`config.mk`:
```
export PLATFORM = sky130hd
export DESIGN_NAME = key_debounce
export DESIGN_NICKNAME = d
export VERILOG_FILES = /design/src/rtl/key_debounce.sv
export SDC_FILE = /design/constraint.sdc
export NUM_CORES = 1
export LEC_CHECK = 0
export BUFFER_PORTS_ARGS = -buffer_cell sky130_fd_sc_hd__buf_2
export CORE_ASPECT_RATIO = 1.4
export CORE_MARGIN = 10
export CORE_UTILIZATION = 40
export DETAILED_ROUTE_END_ITERATION = 7
export GPL_TIMING_DRIVEN = 0
export PLACE_DENSITY_LB_ADDON = 0.2
export SYNTH_ARGS = -nofsm -noshare
export SYNTH_HDL_FRONTEND = slang
export SYNTH_SLANG_ARGS = --single-unit
```
`constraint.sdc`:
```
create_clock -name clk -period 5.35 [get_ports clk]
set_clock_uncertainty 0.05 [all_clocks]
set_input_delay 1.3375 -clock clk [delete_from_list [all_inputs] [get_ports clk]]
set_output_delay 1.3375 -clock clk [all_outputs]
set_load 0.01 [all_outputs]
```
`src/rtl/key_debounce.sv`:
```
// key_debounce: two independent active-low button channels, each synchronised and
// filtered by a hold-off FSM into a one-cycle press pulse and a debounced level.
module key_debounce #(
    parameter int CNT_MAX = 999_999,
    parameter int CNT_W   = 20
) (
    input  logic       clk,
    input  logic       rst,
    input  logic       key_in_1,
    input  logic       key_in_2,
    output logic       key_1,
    output logic       key_2,
    output logic [1:0] key_lvl
);
    typedef enum logic [1:0] {IDLE, PFILT, DOWN, RFILT} state_t;
    logic [1:0] w_raw;
    logic [1:0] w_pulse;
    assign w_raw = {key_in_2, key_in_1};
    genvar g;
    for (g = 0; g < 2; g++) begin : g_ch
        logic [1:0]       r_sync;
        state_t           r_state;
        state_t           w_state_nx;
        logic [CNT_W-1:0] r_cnt;
        logic [CNT_W-1:0] w_cnt_nx;
        logic             r_pulse;
        logic             w_pulse_nx;
        logic             w_s;
        logic             w_done;
        // Synchroniser resets to released so a held key after reset counts as a new press
        always_ff @(posedge clk or posedge rst) begin
            if (rst) r_sync <= 2'b11;
            else     r_sync <= {r_sync[0], w_raw[g]};
        end
        assign w_s    = r_sync[1];
        assign w_done = r_cnt == CNT_W'(CNT_MAX);
        always_comb begin
            w_state_nx = r_state;
            w_cnt_nx   = '0;
            w_pulse_nx = 1'b0;
            case (r_state)
                IDLE: if (!w_s) w_state_nx = PFILT;
                PFILT: begin
                    if (w_s) w_state_nx = IDLE;
                    else if (w_done) begin
                        w_state_nx = DOWN;
                        w_pulse_nx = 1'b1;
                    end
                    else w_cnt_nx = r_cnt + 1'b1;
                end
                DOWN: if (w_s) w_state_nx = RFILT;
                RFILT: begin
                    if (!w_s) w_state_nx = DOWN;
                    else if (w_done) w_state_nx = IDLE;
                    else w_cnt_nx = r_cnt + 1'b1;
                end
                default: w_state_nx = IDLE;
            endcase
        end
        always_ff @(posedge clk or posedge rst) begin
            if (rst) begin
                r_state <= IDLE;
                r_cnt   <= '0;
                r_pulse <= 1'b0;
            end else begin
                r_state <= w_state_nx;
                r_cnt   <= w_cnt_nx;
                r_pulse <= w_pulse_nx;
            end
        end
        assign w_pulse[g] = r_pulse;
        assign key_lvl[g] = (r_state == DOWN) || (r_state == RFILT);
    end
    assign key_1 = w_pulse[0];
    assign key_2 = w_pulse[1];
endmodule
```
==> impl_metrics.csv <==
group,metric,value,unit
outcome,outcome,"complete, no violations",
detailed_routing,first_iter_violations,39,
logic_synthesis,synth_edf_count,0,
timing,setup_ws,3.016,ns
cts,cts_made_buffers,5,
logic_synthesis,ys_ff_latch,50,
pwr,power,0.6671,mW
cts,htreeDepth,2,
detailed_routing,num_vias,1718,
placed_design,gp_congestion,0.7479,
cts,cts_tree,"yes",
logic_synthesis,synth_top_area_share,0.4857,
pwr,peakVddDrop,138.5,uV
setup_path,worstPathArrival,0.95,ns
logic_synthesis,synthTopCellsByArea,"dfrtp_1, xnor2_1, nor2_1, dfstp_2, xor2_1",
pwr,leakage,1.039,nW
timing,final.setup.tns,0,ns
cells_and_area,drive_gt1_frac,0.1294,
detailed_routing,remaining_drc_errors,0,
detailed_routing,wl,4.225,mm
cts,insertion_delay,0.30,ns
cells_and_area,area_delta_synth_final,10.67,%
floorplanning,core,5822,um^2
global_route,first_global_vias,1672,
logic_synthesis,synth_top_area_cell,"dfrtp_1",
logic_synthesis,synth-async-reset-ratio,1.000,
cells_and_area,n_antenna_cell,0,
setup_path,crit_fanout,4,
timing,finalHoldViolCount,0,
logic_synthesis,avgSynthCellArea,9.915,um^2
cts,cts_resized,0,
cts,clock_sinks,50,
logic_synthesis,synth_ff_type,"dfrtp_1",
floorplanning,fp.dieArea,9447,um^2
global_route,grt_start_max_net_pins,29,
placed_design,dp_slack,3.081,ns
timing,fin_crit,2.334,ns
placed_design,placedCellCount,317,
logic_synthesis,synthCells,239,
floorplanning,die_w,85.05,um
timing,maxSlewViolCount,0,
cts,cts-root-buf,"clkbuf_8",
floorplanning,fp-row-count,33,
logic_synthesis,synth-warning-count,0,
logic_synthesis,ys_types,39,
placed_design,portBuffers,7,
global_route,grt_usage,0.09607,
logic_synthesis,syn_area,2370,um^2
timing,period_share,0.4362,
detailed_routing,drtPass1Iterations,4,
cts,holdBufCountCts,0,
cts,cts_setup_buffers,0,
cts,max-clock-path-buffers,2,
detailed_routing,wire_per_inst,13.00,um
setup_path,path_class,"flop to primary output",
setup_path,setup.worst_path.end_class,"primary output",
timing,worst_hold_slack,0.3089,ns
global_route,antenna_found_initial,0,
timing,setup_viol,0,
timing,worstMarginPinSlew,0.6062,ns
floorplanning,start_util,0.4070,
cts,path_clk_slew,0.08,ns
cells_and_area,nets,260,
timing,rsz0062_at_grt,"false",
global_route,grt_pass1_wl,7.693,mm
detailed_routing,vias_per_cell,5.286,
setup_path,worstPathRequired,3.96,ns
pwr,powerDensity,254.4,nW/um^2
global_route,grt_overflow,0,
timing,fmax,428.5,MHz
floorplanning,fp.dieH,111.1,um
job,max_cap_violations,0,
floorplanning,io_pins,8,
detailed_routing,antenna_left,0,
placed_design,dp_hpwl,3.015,mm
logic_synthesis,ys_seq_area_frac,0.5301,
logic_synthesis,synth_nets,245,
timing,max-slew-margin-rel,0.5921,
cells_and_area,finalNonFillerCells,325,
setup_path,cp-start-kind,"flop",
hold_path,hp-class,"flop to flop",
==> sequential cells by signal (all words and copies together), names as in the netlist, named ones only <==
name / flops
g_ch.r_state: 2
g_ch.r_sync: 4
g_ch.r_cnt: 40
key_1: 1
key_2: 1
==> cell families (layout without fill, tap and decap cells) <==
logic type / Yosys count / count (layout) / synth area share
muxes: 2 / 2 / 0.008448
DFF: 50 / 50 / 0.5301
AOI/OAI and AO/OA: 30 / 30 / 0.07128
buffers and inverters: 21 / 37 / 0.03907
adders and majority gates: 2 / 2 / 0.01056
xor gates and xnor gates: 24 / 24 / 0.08870
and+or+nand+nor: 110 / 110 / 0.2519
==> routing by layer <==
layer | global-route usage | vias to the layer above | routed length, um
li1 | - | 865 | -
met4 | 0.04075 | 0 | 94
met1 | 0.1102 | 838 | 1852
met5 | 0 | - | 0
met3 | 0.02426 | 8 | 63
met2 | 0.1623 | 7 | 2215
==> report_power, final <==
part           switching, mW  internal [mW]  total (mW)
clock                  0.122          0.140       0.262
sequential           0.00231          0.383       0.385
combinational         0.0146        0.00570      0.0203
==> synth_stat cells, drive strengths merged (3+ instances only) <==
library cell  number
xor2              11
nor2              30
inv               11
xnor2             13
o31ai              4
dfstp              4
nand4             14
nand2             13
buf                3
clkbuf             7
dfrtp             46
and3               4
nor3               3
nand3             11
and2               4
a21oi             14
nor4               7
or3               10
o21ai              9
or4                6
==> critical path, cell delays in order (launching register included) <==
cell	delay, ns
dfrtp_1	0.42
clkbuf_1	0.10
buf_2	0.13
==> cell usage in the layout, fill, tap and decap left out, types with 3 or more instances in the layout <==
cell      count
or3_1         9
dfstp_2       4
nand3_1      11
o21ai_0       9
nand4_1      13
inv_1        10
nor4_1        7
nor3_1        3
or4_1         5
and3_1        3
nor2_1       30
xnor2_1      13
a21oi_1      14
buf_2        10
o31ai_1       4
clkbuf_1      7
clkbuf_8      6
dfrtp_1      46
nand2_1      13
xor2_1       11
==> per-stage QoR <==
stage | util | area [um^2]
6_report | 0.4505 | 2623
5_1_grt | 0.4505 | 2623
4_1_cts | 0.4505 | 2623
3_5_place_dp | 0.4316 | 2512
3_3_place_gp | 0.4281 | 2492
2_1_floorplan | - | 2370
==> worst paths after layout <==
path                                         from           endpoint  slack [ns]  cells past startpoint
worst max-delay path                         flop         key_lvl[1]        3.02                      2
worst min-delay path            g_ch[1].r_sync[0]  g_ch[1].r_sync[1]        0.31                      0
worst max register to register   g_ch[1].r_cnt[0]   g_ch[1].r_cnt[6]        3.09                      7
worst min register to register  g_ch[1].r_sync[0]  g_ch[1].r_sync[1]        0.31                      0
max in group asynchronous                     rst  g_ch[0].r_sync[1]        3.67                      3
min in group asynchronous                     rst   g_ch[1].r_cnt[5]        1.01                      2
==> area by class of cell <==
class	instances	area (um^2)
repair buffers	8	55.05
inverters	11	41.29
multi-input cells	168	1021
flip-flops and latches	50	1256
clock inverters	2	37.54
clock buffers	6	72.57
well taps	70	87.58
plain buffers	10	51.30
fillers	571	3199
(Power assumes the default switching activity.)
